**config.mk**
```make
export PLATFORM = sky130hd
export DESIGN_NAME = pmp
export DESIGN_NICKNAME = d
export VERILOG_FILES = /design/src/rtl/pmp.sv
export SDC_FILE = /design/constraint.sdc
export NUM_CORES = 1
export LEC_CHECK = 0
export CAP_MARGIN = 20
export CORE_ASPECT_RATIO = 2
export CORE_MARGIN = 3
export CORE_UTILIZATION = 42
export DETAILED_ROUTE_END_ITERATION = 10
export PLACE_DENSITY = 0.83
export SYNTH_ARGS = -nofsm -noshare
export SYNTH_HDL_FRONTEND = slang
export SYNTH_SLANG_ARGS = --single-unit
export TNS_END_PERCENT = 5
```
**constraint.sdc**
```tcl
create_clock -name clk_i -period 3.6 [get_ports clk_i]
set_input_delay 0.54 -clock clk_i [delete_from_list [all_inputs] [get_ports clk_i]]
set_output_delay 0.54 -clock clk_i [all_outputs]
set_load 0.1 [all_outputs]
```
**src/rtl/pmp.sv**
```systemverilog
// Physical memory protection checker: decides whether an access is allowed from the
// per-entry address/config registers, registered on clk_i. Define PMP_TOR_EN to enable TOR matching.
module pmp #(
  parameter int unsigned PLEN       = 34,
  parameter int unsigned PMP_LEN    = 32,
  parameter int unsigned NR_ENTRIES = 4
) (
  input  logic                                 clk_i,
  input  logic                                 rst_i,
  input  logic [PLEN-1:0]                      addr_i,
  input  logic [2:0]                           access_type_i,
  input  logic [1:0]                           priv_lvl_i,
  input  logic [NR_ENTRIES-1:0][PMP_LEN-1:0]   conf_addr_i,
  input  logic [NR_ENTRIES-1:0][7:0]           conf_i,
  output logic                                 allow_o
);

  // Word addresses are compared at a width wide enough for both operands.
  localparam int unsigned WW = (PLEN - 2 > PMP_LEN) ? PLEN - 2 : PMP_LEN;

  localparam logic [1:0] PRIV_M = 2'b11;

  typedef enum logic [1:0] {
    MODE_OFF   = 2'd0,
    MODE_TOR   = 2'd1,
    MODE_NA4   = 2'd2,
    MODE_NAPOT = 2'd3
  } addr_mode_e;

  typedef struct packed {
    logic       locked;
    logic [1:0] reserved;
    addr_mode_e addr_mode;
    logic [2:0] access_type;
  } pmpcfg_t;

  logic [WW-1:0]         addr_word;
  pmpcfg_t               cfg [NR_ENTRIES];
  logic [NR_ENTRIES-1:0] match;
  logic [NR_ENTRIES-1:0] unused_rsvd;
  logic                  unused_addr_lsb;
  logic                  allow_d;

  assign addr_word       = WW'(addr_i[PLEN-1:2]);
  assign unused_addr_lsb = ^addr_i[1:0];

  for (genvar i = 0; i < NR_ENTRIES; i++) begin : g_entry
    logic [WW-1:0] conf_word;
    logic [WW-1:0] napot_mask;
    logic          napot_all;
    logic          hit;

    assign cfg[i]         = pmpcfg_t'(conf_i[i]);
    assign unused_rsvd[i] = ^cfg[i].reserved;
    assign conf_word      = WW'(conf_addr_i[i]);
    assign napot_all      = &conf_addr_i[i];
    // x ^ (x+1) sets exactly bits [t:0] where t is the count of trailing ones.
    assign napot_mask     = napot_all ? '1
                          : WW'(conf_addr_i[i] ^ (conf_addr_i[i] + PMP_LEN'(1)));

`ifdef PMP_TOR_EN
    logic [PLEN-1:0] tor_lo;
    logic [PLEN-1:0] tor_hi;

    assign tor_hi = PLEN'({conf_addr_i[i], 2'b00});
    if (i == 0) begin : g_lo_zero
      assign tor_lo = '0;
    end else begin : g_lo_prev
      assign tor_lo = PLEN'({conf_addr_i[i-1], 2'b00});
    end
`endif

    always_comb begin
      hit = 1'b0;
      case (cfg[i].addr_mode)
        MODE_NA4:   hit = (addr_word == conf_word);
        MODE_NAPOT: hit = (((addr_word ^ conf_word) & ~napot_mask) == '0);
`ifdef PMP_TOR_EN
        // An empty range (lo >= hi) can never satisfy both bounds.
        MODE_TOR:   hit = (addr_i >= tor_lo) && (addr_i < tor_hi);
`else
        MODE_TOR:   hit = 1'b0;
`endif
        default:    hit = 1'b0;
      endcase
    end

    assign match[i] = hit;
  end

  // Lowest-numbered matching entry decides; no match falls back to privilege.
  always_comb begin
    logic found;
    // NOTE: combinational logic uses blocking assignments, each output defaulted first so no latch is inferred.
    found   = 1'b0;
    allow_d = (priv_lvl_i == PRIV_M);
    for (int i = 0; i < NR_ENTRIES; i++) begin
      if (!found && match[i]) begin
        found = 1'b1;
        if (priv_lvl_i == PRIV_M && !cfg[i].locked) begin
          allow_d = 1'b1;
        end else begin
          allow_d = ((access_type_i & cfg[i].access_type) == access_type_i);
        end
      end
    end
  end

  always_ff @(posedge clk_i) begin
    // NOTE: sequential state uses non-blocking assignments so every flop samples pre-edge values.
    if (rst_i) begin
      allow_o <= 1'b0;
    end else begin
      allow_o <= allow_d;
    end
  end

endmodule

```
# Yosys cells after proc, flatten, opt, wreduce, memory -nomap -nowiden
# Index checks and enable logic that the tools add are counted.
[word_totals]
inputBits = 201
rom_bits = 0
n_memories = 0
word_cells = 83
out_inout_bits = 1
register_bits = 1
latch_bits = 0
ramBits = 0
[op_classes]
n_lt_le_gt_ge = 0
mul = 0
eq_ne = 17
div_mod_pow = 0
add_sub_neg = 4
n_reduce_logical = 22
mux = 19
shifts = 0
bitwise_logic = 20
[op_table]
columns = ["op", "count"]
rows = [
  ["32-bit XOR", 8],
  ["32-bit by 1-bit adder with 32-bit output (second input constant)", 4],
  ["32-bit AND", 4],
  ["32-bit equality test", 4],
  ["32-bit zero test", 4],
  ["32-bit two-way mux", 4],
  ["32-bit inverter", 4],
  ["32-bit AND reduction", 4],
  ["2-bit equality test (second input constant)", 9],
  ["3-bit AND", 4],
  ["3-bit equality test", 4],
  ["1-bit two-way mux", 11],
  ["1-bit case mux with 2 select lines", 4],
  ["1-bit logical AND", 7],
  ["1-bit zero test", 7],
]

# Logic depth before layout (Yosys ltp)
# Gate-level depths: netlist of run 1.
[logic_depth]
ltp_word = 17
depth_mapped = 10
depth_no_buf = 10

# Worst setup path after synthesis of run 1
# No wires, ideal clock.
[synth_path]
kind = "input -> register"
from = "input conf_addr_i[32] (netlist name)"
to = "register allow_o"
path_slack_ns = 0.579
setup_time_ns = 0.123
t_arrival_ns = 2.898
required_time_ns = 3.477
path_stages = 10
path_buffers = 0
path_cell_list = "ha_1 nand2_1 o22ai_1 a2111o_1 or4_1 or4_1 o31ai_2 o221a_2 a21o_1 o32ai_2"
[synth_between]
elab_chain_len = 15
word_cells_on_any_way = 20
cone_classes = "1 x add/sub; 1 x eq/ne; 7 x mux; 4 x bitwise; 7 x reduce/logical"
[synth_lines]
columns = ["element", "line", "text"]
rows = [
  ["start, declared", "13", "input logic [NR_ENTRIES-1:0][PMP_LEN-1:0] conf_addr_i,"],
  ["32-bit by 1-bit adder with 32-bit output", "59", ": WW'(conf_addr_i[i] ^ (conf_addr_i[i] + PMP_LEN'(1)));"],
  ["32-bit XOR", "59", ""],
  ["32-bit two-way mux", "58", "assign napot_mask = napot_all ? '1"],
  ["32-bit inverter", "77", "MODE_NAPOT: hit = (((addr_word ^ conf_word) & ~napot_mask) == '0);"],
  ["32-bit AND", "77", ""],
  ["32-bit zero test", "77", ""],
  ["1-bit case mux with 2 select lines (*)", "75", "case (cfg[i].addr_mode)"],
  ["1-bit logical AND (*)", "98", "if (!found && match[i]) begin"],
  ["1-bit two-way mux", "98", ""],
  ["1-bit zero test", "98", ""],
  ["1-bit logical AND", "98", ""],
  ["1-bit two-way mux", "98", ""],
  ["1-bit zero test", "98", ""],
  ["1-bit logical AND", "98", ""],
  ["1-bit two-way mux (*)", "98", ""],
  ["end signal, assigned", "114", "allow_o <= allow_d;"],
  ["end, declared", "15", "output logic allow_o"],
]
# Every way passes the cells marked *; elsewhere a longest branch is shown, timed or not.
# A chain may end at the register's enable or synchronous reset.

# Worst setup path after layout of run 1
[layout_path]
from = "input conf_addr_i[54] (netlist name)"
to = "register allow_o"
# The elaborated chain is that of the path after synthesis.

==> results.md, run 1 <==
* Max-cap viol count at 0
* Wire per inst at 24.42 µm
* Synthesized net count at 812
* Storage cell area at 20.02 µm²
* Horiz. Die Dim at 74.07 µm
* Residual DRC at 0
* Top cells by area, synth: xor2_1 16%, xnor2_1 13%, nand2_1 6.6%
* Worst setup EP type: flip-flop
* First-pass GRT wire length at 34,200 µm
* Design area at 0.006445 mm²
* Biggest area consumer among synthesized cells: xor2_1
* Switching Share at 0.5083
* Synth Area in Adders at 0.01286
* Hold Path End: allow_o
* Pins Over Slew Limit at 0
* Buffers on Ports at 191
* Yosys cell types at 67
* Final Hold Fails at 0
* Drt total wl at 23,200 µm
* Reg with most FFs: allow_o
* Drt first pass iters at 5
* Synth warn at 0
* Dpl ws at -0.1813 ns
* Clock Pin Slew Worst Setup and Hold Paths at 0 ns
* Final worst-path setup slack at 0.05697 ns
* Multi-input logic area at 0.003816 mm²
* Relative slew slack at 0.3548
* Simple-Gate Fraction of Synth Area at 0.3944
* Sw power at 0.0004200 W
* Post-synth EDFFs at 0
* # hold bufs at CTS at 0
* Most frequent cells in the layout: 184 x clkdlybuf4s50_1, 70 x xor2_1, 68 x nand2_1
* Post-layout nets at 1,055
* Layout area overhead at 65.57%
* Filler cell count at 776
* Worst VDD drop at 0.07557 mV
* RSZ-0062 raised after global routing: false
* Combinational family with the most area after synthesis: simple AND/OR/NAND/NOR gates
* Seq pwr share at 0.015
* Outcome: complete, no violations
* Period utilisation layout at 0.9842
* Peak Freq at 0.2822 GHz
* Vias per cell at 6.678
* Compound-Gate Fraction of Synth Area at 0.2658
* Critical Path RT at 3.47 ns
* Slew @ Worst Pin at 0.9647 ns
* Seq/Total Area, Yosys at 0.005143
* Hold Path Cell Cnt at 2
* Kind of critical path: in -> reg
* Hold Crit Class: in -> reg
* Top Registers: allow_o: 1 flops
* ANT cells at 0
* Via Count at 6,344
* Grt total ovfl at 0
* Most common cell after layout, fill and taps aside: clkdlybuf4s50_1
* Die area at 0.01053 mm²
* Ys flop type: dfxtp_1
* Post-detailed-route count of antenna-violating nets at 0
* Post-synth ARST share at 0
* Die height at 142.1 µm
* P_int at 0.0004063 W
* GRT Total Usage at 0.4286
* Post-synthesis mux area share at 0.002572
* Synth top area share at 0.1575
* Synth Cell Area at 0.003892 mm²
* Clk pwr share at 0
* Leak pwr at 2.358 nW
* Post-CTS Setup Repair Bufs at 0
* DP HPWL at 19,430 µm
* Critical path arrival at 3.42 ns
* Placed cell count at 950
* Cell Area, Placed at 0.006369 mm²
* Post-synthesis register bit count at 1
* Comb pwr share at 0.985
* Crit Path Max Fanout at 4
* Vias in the first global route at 6,537
* Core box area at 0.009012 mm²
* Row cnt at 49
* Post-Syn Instances at 607
* DR iter-0 viols at 501
* Startpoint Class: input pin
* Final setup fails at 0
* Fin cells at 950
* IO Pins at 202
* Routability cong. at 1.082
* XOR/XNOR Fraction of Synth Area at 0.2858
* Largest net degree at the start of global routing at 10
* Layout cell share with drive strength beyond 1 at 0.1097
* Antenna violations before repair at 0
* HP Start: rst_i
* Post-Syn Area per Cell at 6.413 µm²
* Pwr dens at 128.2 mW/mm²
* Min Tclk post-route at 3.543 ns
* Max FFs per register at 1
* Initial core utilization at 0.4319
## area by class of cell
type,count,share of cell area
inverters,17,0.009901
multi-input cells,572,0.5921
flip-flops and latches,1,0.003106
well taps,102,0.01980
repair buffers,258,0.3751
## critical path, stage by stage
cell	delay [ns]
clkdlybuf4s50_1	0.45
xor2_1	0.21
a2111o_1	0.43
or4_1	0.51
or4_4	0.54
o31ai_4	0.22
buf_6	0.15
o221a_2	0.17
a21o_1	0.11
o32ai_2	0.08
## through the flow
step	hold slack, ns	setup TNS, ns	util	total power (W)
2_1_floorplan	0.6586	0	-	0.0003381
3_3_place_gp	1.173	-0.1049	0.7067	0.0007807
3_5_place_dp	1.199	-0.1813	0.7067	0.0007913
4_1_cts	1.203	0	0.7078	0.0007953
5_1_grt	1.207	0	0.7151	0.0008707
6_report	1.213	0	0.7151	0.0008263
## timing repair
item / 4_1_cts / 5_1_grt
endpoints found under the setup margin: 1 / 1
resized for setup: 8 / 15
cloned: 0 / 0
pin swaps: 5 / 5
## power groups by stage
| stage | Sequential [W] | Combinational [W] | Clock [W] |
|---|---|---|---|
| 2_1_floorplan | 0.0000190 | 0.000319 | 0 |
| 3_3_place_gp | 0.0000124 | 0.000768 | 0 |
| 3_5_place_dp | 0.0000125 | 0.000779 | 0 |
| 4_1_cts | 0.0000125 | 0.000783 | 0 |
| 5_1_grt | 0.0000125 | 0.000858 | 0 |
| 6_report | 0.0000124 | 0.000814 | 0 |
## routing by layer
metal  global-route usage  vias up  share of wire
met5                    0        -              0
met4               0.4097        0           0.12
met3              0.08416      196          0.094
met2               0.7261      477           0.48
met1               0.4100     2866           0.31
li1                     -     2805              -
## synth_stat cells, drive strengths merged, types with 3 or more instances
cell type / number
nand2b: 10
nor3: 19
a21oi: 29
a41oi: 4
and3: 9
a2111oi: 3
o2111ai: 3
ha: 4
and2: 4
a221oi: 4
a22o: 6
nand3b: 5
xnor2: 57
and4: 7
clkbuf: 15
a21o: 4
or4: 5
nor2b: 4
nand4: 39
a21boi: 4
inv: 17
a32o: 3
nor2: 49
a22oi: 3
nand2: 68
a211oi: 3
o221a: 3
o22ai: 16
nand3: 41
xor2: 70
o21ai: 25
a31oi: 11
nor4: 24
## cells by family (layout without fill, tap and decap cells)
logic type,count (synthesis),in the layout
mux,1,1
flops,1,1
compound gates,148,148
fa+ha+maj,4,4
simple gates,292,292
xor+xnor,127,127
buf+inv,34,275
## worst max path at each step
stage | from | endpoint
after floorplan | conf_addr_i[32] | allow_o
after global placement | conf_addr_i[32] | allow_o
after detailed placement | conf_addr_i[32] | allow_o
after CTS | addr_i[17] | allow_o
after global routing | conf_addr_i[54] | allow_o
final | conf_addr_i[54] | allow_o
No activity file was read; power rests on OpenSTA's default activity.
==> run 2, diff against run 1 <==
--- a/config.mk
+++ b/config.mk
@@ -8,9 +8,10 @@
 export CAP_MARGIN = 20
 export CORE_ASPECT_RATIO = 2
 export CORE_MARGIN = 3
-export CORE_UTILIZATION = 42
+export CORE_UTILIZATION = 40
 export DETAILED_ROUTE_END_ITERATION = 10
-export PLACE_DENSITY = 0.83
+export GPL_ROUTABILITY_DRIVEN = 0
+export PLACE_DENSITY = 0.8
 export SYNTH_ARGS = -nofsm -noshare
 export SYNTH_HDL_FRONTEND = slang
 export SYNTH_SLANG_ARGS = --single-unit
==> run 2 against run 1 <==
Against the previous run:
- total power down 1.4%
- routed wire length down 6.4%
- via count is 0.33% lower
- die area rose by 4.7%
- design area up 0.25%
- combinational power decreased by 1%
- sequential power hardly changed
- critical path depth is 2 higher
- setup slack better by 0.046 ns
- utilization down 3.1 points
- highest routed layer unchanged
- maximum frequency grew 1.3%
==> results.md, run 2 (synthesis results as in run 1) <==
* IO Pins at 202
* Antenna violations before repair at 0
* Pwr dens at 126.1 mW/mm²
* Crit Path Max Fanout at 3
* Critical path arrival at 3.40 ns
* Filler cell count at 782
* Buffers on Ports at 191
* GRT Total Usage at 0.3799
* Residual DRC at 0
* Final setup fails at 0
* Reg with most FFs: allow_o
* ANT cells at 0
* DP HPWL at 17,670 µm
* Die height at 145.5 µm
* Min Tclk post-route at 3.497 ns
* Core box area at 0.009447 mm²
* Drt total wl at 21,710 µm
* Initial core utilization at 0.4121
* Wire per inst at 22.50 µm
* Pins Over Slew Limit at 0
* Grt total ovfl at 0
* Final worst-path setup slack at 0.1025 ns
* Most common cell after layout, fill and taps aside: clkdlybuf4s50_1
* Post-layout nets at 1,042
* Placed cell count at 963
* Crit path from: conf_addr_i[36]
* Post-detailed-route count of antenna-violating nets at 0
* Largest net degree at the start of global routing at 11
* Clock Pin Slew Worst Setup and Hold Paths at 0 ns
* DR iter-0 viols at 727
* Worst Setup EP: allow_o
* GR Util met1 at 0.3815
* Met2 Track Usage GR at 0.6082
* Via Count at 6,323
* Layout cell share with drive strength beyond 1 at 0.1042
* Grt peak-use layer: met2
* Layout area overhead at 65.99%
* Row cnt at 50
* Peak Freq at 0.2859 GHz
* Hold Crit Class: in -> reg
* Vias per cell at 6.552
* Max-cap viol count at 0
* Dpl ws at -0.2010 ns
* Vias in the first global route at 6,356
* Met3 track demand over resource at 0.1072
* Most frequent cells in the layout: 178 x clkdlybuf4s50_1, 70 x xor2_1, 68 x nand2_1
* Final Hold Fails at 0
* Die area at 0.01102 mm²
* First-pass GRT wire length at 32,200 µm
* Startpoint Class: input pin
* Kind of critical path: in -> reg
* Horiz. Die Dim at 75.76 µm
* Leak pwr at 2.394 nW
* Fin cells at 965
* Period utilisation layout at 0.9715
* Max FFs per register at 1
* Worst VDD drop at 0.07476 mV
* Critical Path RT at 3.50 ns
* Top Registers: allow_o: 1 flops
* Relative slew slack at 0.3563
* Outcome: complete, no violations
* Slew @ Worst Pin at 0.9625 ns
* Drt first pass iters at 6
* Worst setup EP type: flip-flop
-- run 2: cell types whose count changed in the layout (fill, tap and decap cells not counted), sizes merged --
cell,before,now
buf,67,54
dlygate4sd2,5,2
dlymetal6s2s,2,11
clkdlybuf4s50,184,178
-- run 2: how the worst min path moves through the flow --
stage	startpoint	endpoint	slack, ns	cells after the start
detailed placement	rst_i	allow_o	1.19	2
floorplan	rst_i	allow_o	0.66	1
global placement	rst_i	allow_o	1.18	2
CTS	rst_i	allow_o	1.19	2
global route	rst_i	allow_o	1.20	2
finish	rst_i	allow_o	1.20	2
-- run 2: final cells by class --
type                       count  area, µm²  share of cell area
multi-input combinational    572       3869              0.5988
inverter                      17      63.81            0.009876
tap                          130      162.7             0.02517
timing repair buffer         245       2346              0.3631
sequential                     1      20.02            0.003098
-- run 2: through the flow --
step           total power (W)  area (µm²)    util  setup TNS (ns)  hold slack (ns)
2_1_floorplan        0.0003381        3892       -               0           0.6586
3_3_place_gp         0.0007520        6291  0.6660        -0.07841            1.181
3_5_place_dp         0.0007645        6291  0.6660         -0.2010            1.190
4_1_cts              0.0007699        6317  0.6687               0            1.194
5_1_grt              0.0008631        6461  0.6840        -0.09026            1.202
6_report             0.0008145        6461  0.6840               0            1.196
-- run 2: per-layer routing --
| layer | vias to the layer above | wire [µm] | part of all wire |
|---|---|---|---|
| met5 | - | 0 | 0 |
| met3 | 211 | 2575 | 0.12 |
| li1 | 2773 | - | - |
| met4 | 0 | 2471 | 0.11 |
| met2 | 548 | 10190 | 0.47 |
| met1 | 2791 | 6468 | 0.30 |
-- run 2: report_power, final --
part | internal (W) | switching (W) | leakage, nW
clock network | 0 | 0 | 0
logic | 0.000387 | 0.000415 | 2.39
registers | 0.0000122 | 0.000000227 | 0.00828
total | 0.000399 | 0.000415 | 2.39
-- run 2: worst max-delay path, cell delays in order --
cell	delay, ns
clkdlybuf4s50_1	0.54
buf_4	0.14
and4_2	0.26
nand4_1	0.15
a221oi_2	0.35
o2111ai_1	0.20
or4_4	0.48
o31ai_4	0.20
buf_6	0.14
nand3b_1	0.10
o21ai_1	0.07
o32ai_2	0.21
-- run 2: repair_timing --
action | in CTS | in global routing
endpoints found under the setup margin | 1 | 1
hold buffers | 0 | 0
hold endpoints to repair | 0 | 0
pin swaps | 2 | 8
resized for setup | 6 | 29
setup buffers | 0 | 2
==> run 3, diff against run 2 <==
--- a/config.mk
+++ b/config.mk
@@ -7,7 +7,7 @@
 export LEC_CHECK = 0
 export CAP_MARGIN = 20
 export CORE_ASPECT_RATIO = 2
-export CORE_MARGIN = 3
+export CORE_MARGIN = 2
 export CORE_UTILIZATION = 40
 export DETAILED_ROUTE_END_ITERATION = 10
 export GPL_ROUTABILITY_DRIVEN = 0
==> run 3 against run 2 <==
Against the previous run:
- final cell count down 2.7%
- largest power group unchanged
- maximum frequency shrank 1.3%
- die area decreased by 4.0%
- critical path depth unchanged
- combinational power shrank 3.5%
- design area fell by 1.9%
- via count decreased by 3.6%
- sequential power about the same
- routed wire length shrank 12%
- first-iteration DRC count grew 8.5%
- global-route usage shrank 3.3 points
- total power fell by 3.4%
==> results.md, run 3 (synthesis results as in run 1) <==
* Outcome: complete, no violations
* Post-CTS Setup Repair Bufs at 0
* Slew @ Worst Pin at 0.9603 ns
* Buffer and inverter count on the worst path at 3
* Critical path arrival at 3.45 ns
* Peak Freq at 0.2823 GHz
* RSZ-0062 raised after global routing: false
* Initial core utilization at 0.4067
* Dpl ws at -0.1780 ns
* Final worst-path setup slack at 0.05812 ns
* Via Count at 6,093
* Worst VDD drop at 0.06901 mV
* Crit Path Max Fanout at 3
* Layout area overhead at 62.84%
* Storage cell area at 20.02 µm²
* Slowest cell on the critical path: or4_4
* Die area at 0.01058 mm²
* Most common cell after layout, fill and taps aside: clkdlybuf4s50_1
* Filler cell count at 833
* Startpoint Class: input pin
* # hold bufs at CTS at 0
* Hold Crit Class: in -> reg
* Critical Path RT at 3.51 ns
* IO Pins at 202
* Kind of critical path: in -> reg
* Max incr delay on CP at 0.57 ns
* GR Util met1 at 0.4157
* Worst setup EP type: flip-flop
* Max-cap viol count at 0
* Max FFs per register at 1
* Buffers on Ports at 191
* Total power at 0.0007870 W
* Delay-heaviest family, CP: simple AND/OR/NAND/NOR gates
* Pwr dens at 124.2 mW/mm²
* Wire per inst at 20.45 µm
* GRT Total Usage at 0.3465
* DP HPWL at 16,010 µm
* Clock Pin Slew Worst Setup and Hold Paths at 0 ns
* Multi-input logic area at 0.003800 mm²
* Post-layout nets at 1,040
* Relative slew slack at 0.3578
* Pins Over Slew Limit at 0
* DR iter-0 viols at 789
* ANT cells at 0
* Min Tclk post-route at 3.542 ns
* Row cnt at 51
* Largest net degree at the start of global routing at 11
* Cell Area, Placed at 0.006261 mm²
* Reg with most FFs: allow_o
* Hold slack at 1.191 ns
* First-pass GRT wire length at 28,800 µm
* Vias in the first global route at 5,788
* Horiz. Die Dim at 73.76 µm
* Drt first pass iters at 6
* Drt total wl at 19,200 µm
* Met3 track demand over resource at 0.04769
* Met2 Track Usage GR at 0.5766
* Vias per cell at 6.489
* Core box area at 0.009572 mm²
* Post-detailed-route count of antenna-violating nets at 0
* Final Hold Fails at 0
* Period utilisation layout at 0.9839
* Top Registers: allow_o: 1 flops
* Antenna violations before repair at 0
* Leak pwr at 2.335 nW
* Grt total ovfl at 0
* Design area at 0.006339 mm²
* Layout cell share with drive strength beyond 1 at 0.09124
* Residual DRC at 0
* CP cell instances: clkdlybuf4s50_1 > xor2_1 > nor3_1 > buf_4 > o22ai_1 > or4_1 > or4_4 > o31ai_4 > buf_6 > nand3b_1 > o21ai_1 > o32ai_2
* Most frequent cells in the layout: 180 x clkdlybuf4s50_1, 70 x xor2_1, 68 x nand2_1
* Final setup fails at 0
* Die height at 143.5 µm
* Grt peak-use layer: met2
* Post-Route Utilization at 0.6622
## run 3: final timing paths
| check | startpoint | to | slack (ns) | depth (start not counted) |
|---|---|---|---|---|
| worst min-delay path | rst_i | allow_o | 1.19 | 2 |
| worst max-delay path | addr_i[15] | allow_o | 0.06 | 12 |
## run 3: where the power goes
group	leakage (nW)	total (W)	internal (W)	switching, W
clock	0	0	0	0
combinational	2.33	0.000774	0.000383	0.000391
sequential	0.00828	0.0000125	0.0000122	0.000000258
## run 3: layout make-up
type	instances	area share
Timing Repair Buffer	243	0.3664
Tap cell	106	0.02092
Sequential cell	1	0.003158
Inverter	17	0.01007
Multi-Input combinational cell	572	0.5995
## run 3: timing repair
item / CTS / global route
resized for setup: 8 / 16
cloned: 0 / 0
endpoints found under the setup margin: 1 / 1
pin swaps: 3 / 4
## run 3: metal layers
layer / share of wire / wire length [µm]
met2: 0.45 / 8722
met3: 0.11 / 2125
met1: 0.36 / 6920
met4: 0.075 / 1433
met5: 0 / 0
## run 3: per-stage QoR
step,setup TNS [ns],cells
after global placement,-0.1252,939
after floorplan,0,607
after global routing,0,939
final,0,939
after CTS,0,939
after detailed placement,-0.1780,939
